<file path="config.mk">
export PLATFORM = sky130hd
export DESIGN_NAME = fifo_sc_param
export DESIGN_NICKNAME = d
export VERILOG_FILES = /design/src/rtl/fifo_pkg.sv /design/src/rtl/fifo_ram.sv /design/src/rtl/fifo_sc_param.sv
export SDC_FILE = /design/constraint.sdc
export NUM_CORES = 1
export LEC_CHECK = 0
export ABC_AREA = 1
export CAP_MARGIN = 20
export CORE_MARGIN = 2
export CORE_UTILIZATION = 60
export CTS_CLUSTER_SIZE = 12
export DETAILED_ROUTE_END_ITERATION = 6
export GPL_ROUTABILITY_DRIVEN = 0
export GPL_TIMING_DRIVEN = 0
export PLACE_DENSITY_LB_ADDON = 0.08
export SYNTH_ARGS = -nofsm -noshare
export SYNTH_HDL_FRONTEND = slang
export SYNTH_HIERARCHICAL = 1
export SYNTH_SLANG_ARGS = --single-unit
</file>
<file path="constraint.sdc">
create_clock -name clk -period 5.6 [get_ports clk]
set_input_delay 1.12 -clock clk [delete_from_list [all_inputs] [get_ports clk]]
set_output_delay 1.12 -clock clk [all_outputs]
set_load 0.1 [all_outputs]
</file>
<file path="src/rtl/fifo_pkg.sv">
// fifo_pkg: read-mode constants and pointer sizing shared by all FIFOs
package fifo_pkg;
  localparam int FIFO_MODE_STD = 0;
  localparam int FIFO_MODE_FWFT = 1;
  function automatic int fifo_aw(input int depth);
    return $clog2(depth);
  endfunction
endpackage

</file>
<file path="src/rtl/fifo_ram.sv">
// fifo_ram: FIFO storage array, synchronous write, asynchronous read, no reset
module fifo_ram
  import fifo_pkg::*;
#(
  parameter int DATA_WIDTH = 16,
  parameter int FIFO_DEPTH = 8
) (
  input  logic                             clk,
  input  logic                             we,
  input  logic [fifo_aw(FIFO_DEPTH)-1:0]   waddr,
  input  logic [DATA_WIDTH-1:0]            wdata,
  input  logic [fifo_aw(FIFO_DEPTH)-1:0]   raddr,
  output logic [DATA_WIDTH-1:0]            rdata
);
  logic [DATA_WIDTH-1:0] mem [FIFO_DEPTH];
  always_ff @(posedge clk) if (we) mem[waddr] <= wdata;
  assign rdata = mem[raddr];
endmodule

</file>
<file path="src/rtl/fifo_sc_param.sv">
// fifo_sc_param: single-clock FIFO with occupancy count, threshold flags,
// synchronous flush, error pulses and selectable standard/FWFT read mode
module fifo_sc_param
  import fifo_pkg::*;
#(
  parameter int DATA_WIDTH = 16,
  parameter int FIFO_DEPTH = 8,
  parameter int AF_LEVEL   = FIFO_DEPTH - 2,
  parameter int AE_LEVEL   = 2,
  parameter int FWFT       = FIFO_MODE_STD
) (
  input  logic                           clk,
  input  logic                           reset,
  input  logic                           flush,
  input  logic                           put,
  input  logic                           get,
  input  logic [DATA_WIDTH-1:0]          data_in,
  output logic [DATA_WIDTH-1:0]          data_out,
  output logic                           empty_bar,
  output logic                           full_bar,
  output logic                           almost_full,
  output logic                           almost_empty,
  output logic [fifo_aw(FIFO_DEPTH):0]   count,
  output logic                           overflow,
  output logic                           underflow
);
  localparam int AW = fifo_aw(FIFO_DEPTH);
  localparam int CW = AW + 1;
  logic [AW-1:0] wptr_q, wptr_d, rptr_q, rptr_d;
  logic [CW-1:0] cnt_q, cnt_d;
  logic ovf_q, unf_q, wr_ok, rd_ok;
  logic [DATA_WIDTH-1:0] rdata;
  assign empty_bar    = cnt_q != '0;
  assign full_bar     = cnt_q != CW'(FIFO_DEPTH);
  assign almost_full  = cnt_q >= CW'(AF_LEVEL);
  assign almost_empty = cnt_q <= CW'(AE_LEVEL);
  assign count        = cnt_q;
  assign overflow     = ovf_q;
  assign underflow    = unf_q;
  assign wr_ok = put && full_bar && !flush;
  assign rd_ok = get && empty_bar && !flush;
  always_comb begin
    wptr_d = flush ? '0 : wptr_q + AW'(wr_ok);
    rptr_d = flush ? '0 : rptr_q + AW'(rd_ok);
    cnt_d  = flush ? '0 : cnt_q + CW'(wr_ok) - CW'(rd_ok);
  end
  always_ff @(posedge clk or posedge reset) begin
    if (reset) begin
      wptr_q <= '0;
      rptr_q <= '0;
      cnt_q  <= '0;
      ovf_q  <= 1'b0;
      unf_q  <= 1'b0;
    end else begin
      wptr_q <= wptr_d;
      rptr_q <= rptr_d;
      cnt_q  <= cnt_d;
      ovf_q  <= put && !full_bar && !flush;
      unf_q  <= get && !empty_bar && !flush;
    end
  end
  fifo_ram #(.DATA_WIDTH(DATA_WIDTH), .FIFO_DEPTH(FIFO_DEPTH)) u_ram (
    .clk(clk), .we(wr_ok), .waddr(wptr_q), .wdata(data_in), .raddr(rptr_q), .rdata(rdata)
  );
  if (FWFT == FIFO_MODE_FWFT) begin : g_fwft
    assign data_out = rdata;
  end else begin : g_std
    logic [DATA_WIDTH-1:0] dout_q;
    always_ff @(posedge clk or posedge reset) begin
      if (reset) dout_q <= '0;
      else if (rd_ok) dout_q <= rdata;
    end
    assign data_out = dout_q;
  end
endmodule

</file>
Yosys cells after proc, flatten, opt, wreduce, memory -nomap -nowiden
Memory sizes are Yosys's and may differ from the RTL's. A register that Yosys moved wholly into a read port is not among the register bits. Cells that the tools add are included.

Equality and inequality tests: 1. Reduce and logical (&&, ||, !) cells: 12. $lt $le $gt $ge: 2. Mux-type cells: 5. $add $sub $neg: 4.

Operators with widths (count): 1-bit logical AND (8); 3-bit by 1-bit adder with 3-bit output (2); 3-bit two-way mux (2); 4-bit by 1-bit adder with 4-bit output (1); 4-bit by 3-bit >= comparator with 1-bit output (second input constant) (1); 4-bit by 2-bit <= comparator with 1-bit output (second input constant) (1); 4-bit two-way mux (1); 4-bit inequality test (second input constant) (1); 4-bit nonzero test (1); 4-bit by 1-bit subtractor with 4-bit output (1); 1-bit logical NOT (3); 1-bit two-way mux (2).

Flip-flop bits (word level): 12. Output and inout port bits: 26. Bits in writable memories: 128. Bits of input ports: 21. Word-level logic and storage cells: 30. Memories: 1.

Memory list: u_ram.mem (words 8, width 16, rd ports 1, clocked after memory_dff 1, wr ports 1, RTL line fifo_ram.sv:15) `logic [DATA_WIDTH-1:0] mem [FIFO_DEPTH];`.

Longest topological paths before layout
Gate-level depths: netlist of run 1.

Depth in word-level cells: 6. Depth in mapped cells: 12. Depth with buffers taken out: 12.

Hierarchy
The synthesis of run 1 kept the hierarchy.

Modules (own cells, without submodules): fifo_ram (area each 5669.2 µm², cells each 571, instances 1); fifo_sc_param (area each 1336.3 µm², cells each 145, instances 1).

Worst setup path before layout of run 1
Ideal clock, no wire load.

Kind: register to register. From: register cnt_q[2], in the netlist count[2]. To: memory u_ram.mem[1][0] (enable). Period minus slack after synthesis: 3.615 ns. Data arrival time: 3.227 ns. Stages on the path, launching flop included: 8. Path buffers: 0. Data required time: 5.212 ns. Slack: 1.985 ns. Cells stage by stage: dfrtp_1 -> inv_1 -> ha_1 -> nand3_1 -> nand2_1 -> inv_1 -> nand2_1 -> nor2_1.

Word-level cells in the longest chain between the ends: 5.

Ends and longest elaborated chain: start, declared (RTL line fifo_sc_param.sv:30) `logic [CW-1:0] cnt_q, cnt_d;`; start signal, assigned (RTL line fifo_sc_param.sv:57) `cnt_q <= cnt_d;`; 4-bit inequality test (RTL line fifo_sc_param.sv:34) `assign full_bar = cnt_q != CW'(FIFO_DEPTH);`; net full_bar (RTL line fifo_sc_param.sv:20) `output logic full_bar,`; 1-bit logical AND (2 in a row) (RTL line fifo_sc_param.sv:40) `assign wr_ok = put && full_bar && !flush;`; net wr_ok (RTL line fifo_sc_param.sv:31) `logic ovf_q, unf_q, wr_ok, rd_ok;`; 1-bit two-way mux (RTL line fifo_ram.sv:16) `always_ff @(posedge clk) if (we) mem[waddr] <= wdata;`; 1-bit two-way mux (implied by the code) (RTL line fifo_ram.sv:16); end, declared (RTL line fifo_ram.sv:15).

The timed path passes the listed nets, and every way through them passes these cells.

Worst setup path in the final report of run 1
From: register cnt_q[2], in the netlist count[2]. To: output almost_empty.

Word-level cells in the longest chain between the ends: 1.

Ends and longest elaborated chain: 4-bit by 2-bit <= comparator with 1-bit output (RTL line fifo_sc_param.sv:36) `assign almost_empty = cnt_q <= CW'(AE_LEVEL);`; end, declared (RTL line fifo_sc_param.sv:22) `output logic almost_empty,`.

Every way passes these cells.

==> summary.md, run 1 <==
| Metric | Value |
|---|---|
| Max VDD drop | 0.000519 V |
| Worst r2r dst | u_ram/mem[7][11] |
| Setup Total Neg Slack | 0 ps |
| Worst setup EP type | primary output |
| Synth Cell Area | ~7000 um2 |
| Die X | 112 um |
| CTS Buf Count | 17 |
| Rel. slew slack | 0.303 |
| Vias in the first global route | just under 5k |
| Synth Area in Adders | 0.0207 |
| Final Max Tran Viols | 0 |
| Overall routed net length | roughly 15000 um |
| Mapped Nets | 748 |
| Leakage Power | just under 0.004 uW |
| Diode count | 0 |
| Drt via density | a little over 5 |
| Top-count cell post-synth | nand2_1 |
| Crit path max fanout | 4 |
| # resized after CTS | 0 |
| Chip Height | 112 um |
| Synth area leaders | edfxtp_1, nand2_1, dfrtp_1 |
| Simple-Gate Fraction of Synth Area | 0.214 |
| Number of detailed-route iterations in the first pass | 7 |
| Post-Synth XOR/XNOR Area | 0.00375 |
| Area growth syn-to-layout | 20.4% |
| Post-synth EDFFs | 128 |
| Worst Hold Class | reg2reg |
| CP Data Required Time | 4480 ps |
| Distinct cells, synth | 22 |
| Clock Path Buffers | 2 |
| CTS tree | done |
| Peak Freq | approximately 280 MHz |
| Critical path startpoint category | register |
| Routed via count | between 4k and 5k |
| RSZ-0062 raised after global routing | no |
| FF-to-FF setup slack | about 3200 ps |
| First-pass GRT wire length | about 24000 um |
| Async set or reset register ratio after synthesis | 0.179 |
| Final setup viols | 0 |
| Avg WL per Cell | 16.2 um |
| Tot Pwr | around 4000 uW |
| Status | finished, violations left |
| WP data arrival | 2470 ps |
| Fin nets | 820 |
| Max-cap violations | 0 |
| Post-synthesis compound-gate area fraction | 0.00214 |
| Post-Syn Instances | 716 |
| Starting density of the core | 0.614 |
| Seq/Total Area, Yosys | 0.649 |
| Final Hold Fails | 0 |
| CTS root buf | clkbuf_16 |
| Critical Path Start | count[2] |
| Worst-Margin Slew | approximately 1000 ps |
| H-tree depth | 4 |
| R2r startpoint | count[2] |
| Placed insts | 912 |
| CTS Sinks | 156 |
| Layout cells sized above 1 | 0.101 |
| Worst setup endpoint | almost_empty |
| Mux cell area share after synthesis | 0 |
| Post-route ant nets | 0 |
| Skew-Pair Late Insertion Delay | ~430 ps |
| Flops & latches, synth | around 160 |
| DRC errors left | 2 |
| Largest net degree at the start of global routing | 19 |
| Top-area cell type share of the netlist area | 0.549 |
| Mapped Avg Cell Area | about 10 um2 |
| Top post-synthesis cells by count | nand2_1, inv_1, edfxtp_1 |
| GRT Total Usage | 0.258 |
| Pwr dens | ~470 nW/um2 |
| Largest family of logic cells by synthesized area | simple AND/OR/NAND/NOR gates |
| Clock-pin slew of the registers on the worst-case setup and hold paths | around 60 ps |
| Core area | ~11000 um2 |
| Worst r2r path cells | 7 |
| Ys Warns | 6 |
| Worst Clk Skew | around 6.2 ps |
| Ys flop type | edfxtp_1 |
| Failing checks | DRC |
| Grt ovf | 0 |
| DR iter-0 viols | ~320 |
| Final Cycle Share | 0.641 |
| # hold bufs at CTS | 0 |
| IO Count | 47 |
| DIE AREA | approximately 13000 um2 |
| Minimum clock period after layout | roughly 3600 ps |
| WS Path Type | reg2out |
| Number of antenna violations at the first check in global routing | 0 |
| Cell Rows | 39 |
| Cell taking the most area after synthesis | edfxtp_1 |
| Dpl hpwl | roughly 9900 um |
| Postcts setup bufs | 0 |
| Fin cells | about 940 |
| Port Buf Inserts | 46 |
## routing by layer
layer	up-vias	track usage	part of all wire
met5	-	0	0
met4	0	0.0992	0.011
met3	19	0.0653	0.074
met2	213	0.422	0.50
met1	2286	0.337	0.41
li1	2361	-	-
## cell type report
type                    count  area (um2)
plain buffers              26         201
clock buffers              18         429
clock inverters            14         200
fillers                   764        2980
inverters                 151         572
multi-input cells         383        1710
flip-flops and latches    156        4540
well taps                 143         179
repair buffers             53         603
## worst max-delay path: stages, from the launching register on
cell	delay [ps]
dfrtp_1	370
inv_1	100
ha_1	250
nand2_1	90
nand2_1	50
nand2_1	60
clkdlybuf4s50_1	1120
## per-stage QoR
stage / hold slack (ps) / util / cell area, um2 / setup WS, ps
6_report: 477 / 0.739 / 8440 / 2010
5_1_grt: 509 / 0.739 / 8440 / 1920
4_1_cts: 480 / 0.739 / 8440 / 2000
3_5_place_dp: 465 / 0.684 / 7810 / 2330
3_3_place_gp: 465 / 0.670 / 7640 / 1670
2_1_floorplan: 496 / - / 7010 / 1980
## flip-flops by register name (all words and copies together) (netlist names)
register and cells:
data_out 16, rptr_q 3, underflow 1, wptr_q 3, u_ram/mem 128, count 4
overflow 1
## placed cells by master (no fill, tap or decap), types with 2 or more instances in the layout
master / count
a21oi_1: 3
buf_16: 3
buf_2: 13
buf_4: 5
buf_6: 7
buf_8: 4
bufinv_16: 5
clkbuf_16: 17
clkdlybuf4s50_1: 46
clkinv_1: 2
clkinv_2: 4
clkinvlp_4: 3
dfrtp_1: 28
edfxtp_1: 128
ha_1: 10
inv_1: 147
inv_2: 3
nand2_1: 269
nand2_2: 4
nand3_1: 69
nor2_1: 11
nor2_2: 8
nor3_1: 2
xnor2_1: 2
## worst min-delay path by stage
stage,startpoint,endpoint,slack (ps),cells after the start
3_3_place_gp,data_out[5],data_out[5],470,2
3_5_place_dp,data_out[11],data_out[11],460,2
5_1_grt,data_out[8],data_out[8],510,2
2_1_floorplan,rptr_q[2],rptr_q[2],500,2
6_report,data_out[1],data_out[1],480,2
4_1_cts,data_out[11],data_out[11],480,2
## cells by family after synthesis
kind of cell | Yosys count
and+or+nand+nor | 366
DFF | 156
buffers and inverters | 177
xor gates and xnor gates | 3
adders and majority gates | 11
AOI/OAI and AO/OA | 3
## report_power, final
group          total, uW  internal (uW)  leakage [uW]  switching [uW]
clock network       1220            782      0.000301             434
registers           1400           1350       0.00152            49.8
logic               1310            324       0.00212             986
No activity file was read; power rests on OpenSTA's default activity.
==> inputs of run 2 (changes only) <==
CORE_UTILIZATION = 59   (was 60)
clock period = 3.6 ns   (was 5.6 ns; I/O delays follow)
==> summary.md, run 2 (synthesized netlist as in run 1, its figures left out) <==
| Metric | Value |
|---|---|
| Critical Path Start | count[3] |
| Area after DPL | 7830 um2 (+0.22%) |
| Chip Height | 113 um (+0.81%) |
| Starting density of the core | 0.608 (-0.00520) |
| Fin nets | 822 (+0.24%) |
| Pwr dens | 725 nW/um2 (+56%) |
| Port Buf Inserts | 46 (unchanged) |
| Post-route ant nets | 0 (unchanged) |
| WS Path Type | reg2out |
| CTS tree | done |
| Hold slack | 479 ps (+1.43 ps) |
| Drt via density | 5.25 (+1.5%) |
| Clock Path Buffers | 2 (unchanged) |
| Die X | 113 um (+0.81%) |
| Skew-Pair Late Insertion Delay | 420 ps (about the same) |
| Area growth syn-to-layout | 20.7% |
| Avg WL per Cell | 16.8 um (+4.0%) |
| Peak Freq | 314 MHz |
| # resized after CTS | 0 (unchanged) |
| CTS Buf Count | 17 (unchanged) |
| Multi-input logic area | 1710 um2 (unchanged) |
| DRC errors left | 4 (+2) |
| RSZ-0062 raised after global routing | no |
| Failing checks | DRC |
| Final Util | 0.734 (-0.00452) |
| Slowest CP cell | clkdlybuf4s50_1 |
| CTS root buf | clkbuf_16 |
| Worst Clk Skew | 6.60 ps (+0.351 ps) |
| First-pass GRT wire length | 25000 um (+4.0%) |
| Most common cell after layout, fill and taps aside | nand2_1 |
| Largest net degree at the start of global routing | 19 (unchanged) |
| Diode count | 0 (unchanged) |
| FF-to-FF setup slack | 1360 ps (-1830 ps) |
| Overall routed net length | 15900 um (+4.3%) |
| Minimum clock period after layout | 3180 ps |
| Number of antenna violations at the first check in global routing | 0 (unchanged) |
| Worst Hold Class | reg2reg |
| Max FFs per register | 128 (unchanged) |
| Most frequent cells in the layout | nand2_1, inv_1, edfxtp_1 |
| Worst setup endpoint | almost_empty |
| Number of detailed-route iterations in the first pass | 7 (unchanged) |
| Final Max Tran Viols | 0 (unchanged) |
| Core area | 11500 um2 (+0.85%) |
| Crit path max fanout | 5 (+1) |
| Max-cap violations | 0 (unchanged) |
| Dpl hpwl | 10300 um (+4.2%) |
| Final Hold Fails | 0 (unchanged) |
| Leakage Power | 0.00395 uW (+0.17%) |
| GRT Total Usage | 0.266 (+0.00789) |
| Status | finished, violations left |
| CP cell instances | inv_1, ha_1, nand2_1, nand2_1, nand2_1, clkdlybuf4s50_1 |
| DR iter-0 viols | 366 (+15%) |
| Layout cells sized above 1 | 0.102 (+0.000993) |
| Vias in the first global route | 4860 (+1.2%) |
| Rel. slew slack | 0.342 (+0.0392) |
| DIE AREA | 12800 um2 (+1.6%) |
| Final Cycle Share | 0.884 |
| Grt ovf | 0 (unchanged) |
| CP Data Required Time | 2880 ps (-1600 ps) |
| Largest Register | u_ram/mem |
| Routed via count | 4964 (+1.7%) |
| Final setup margin | 416 ps (-1590 ps) |
| Most used cell, CP | nand2_1 |
| Sequential cell area | 4540 um2 (unchanged) |
| Final setup viols | 0 (unchanged) |
| Worst r2r path cells | 8 (+1) |
| Worst setup EP type | primary output |
| Fill count | 809 (+5.9%) |
| Postcts setup bufs | 0 (unchanged) |
| CTS Sinks | 156 (unchanged) |
| # hold bufs at CTS | 0 (unchanged) |
| Placement-stage worst setup slack | 805 ps (-1520 ps) |
| WP data arrival | 2460 ps (about the same) |
| Cell Rows | 39 (unchanged) |
| H-tree depth | 4 (unchanged) |
| IO Count | 47 (unchanged) |
| Max stage delay on crit path | 1130 ps (about the same) |
| Cell area after layout | 8460 um2 (+0.24%) |
| Worst r2r dst | u_ram/mem[0][11] |
| Worst-Margin Slew | 983 ps (-60.7 ps) |
| Max VDD drop | 0.000468 V (-9.9%) |
| Clock-pin slew of the registers on the worst-case setup and hold paths | 60 ps (about the same) |
| R2r startpoint | count[2] |
| Critical path startpoint category | register |
run 2: cell types whose count changed in the layout (fill, tap and decap cells not counted):
cell,delta
clkinv_1,-1
clkinv_4,+1
clkbuf_1,+2
clkinv_2,-2
buf_8,+3
buf_16,-1
run 2: area by class of cell:
class | instances | area share
plain buffers | 26 | 0.0238
repair buffers | 55 | 0.0734
clock buffers | 20 | 0.0516
clock inverters | 12 | 0.0231
flip-flops and latches | 156 | 0.537
inverters | 151 | 0.0676
well taps | 143 | 0.0212
multi-input cells | 383 | 0.202
run 2: metal layers:
layer | vias to the layer above | share of wire | global-route usage
met5 | - | 0 | 0
met4 | 0 | 0.019 | 0.115
met2 | 199 | 0.50 | 0.440
met1 | 2379 | 0.41 | 0.342
met3 | 28 | 0.072 | 0.0589
li1 | 2358 | - | -
run 2: worst min-delay path by stage:
stage	slack, ps	to	depth (start not counted)	start
floorplan	500	rptr_q[2]	2	rptr_q[2]
global placement	470	data_out[5]	2	data_out[5]
detailed placement	460	data_out[13]	2	data_out[13]
CTS	480	data_out[13]	2	data_out[13]
global route	500	data_out[13]	2	data_out[13]
finish	480	data_out[13]	2	data_out[13]
run 2: where the power goes:
group	switching [uW]	internal, uW
Clock	682	1220
Sequential	77.3	2100
Combinational	1550	496
Total	2310	3820
run 2: stage by stage:
step | setup TNS, ps | instances | total power, uW
floorplan | -1260 | 716 | 3720
global placement | 0 | 905 | 4190
detailed placement | 0 | 914 | 4240
CTS | 0 | 946 | 6140
global route | 0 | 946 | 6360
finish | 0 | 946 | 6130
run 2: critical path, delay by kind of cell (launching register included):
kind	cells	cell delay [ps]
adder cells (fa/ha/maj)	1	250
buffers and inverters	2	1240
flip-flops	1	370
AND/OR/NAND/NOR	3	190
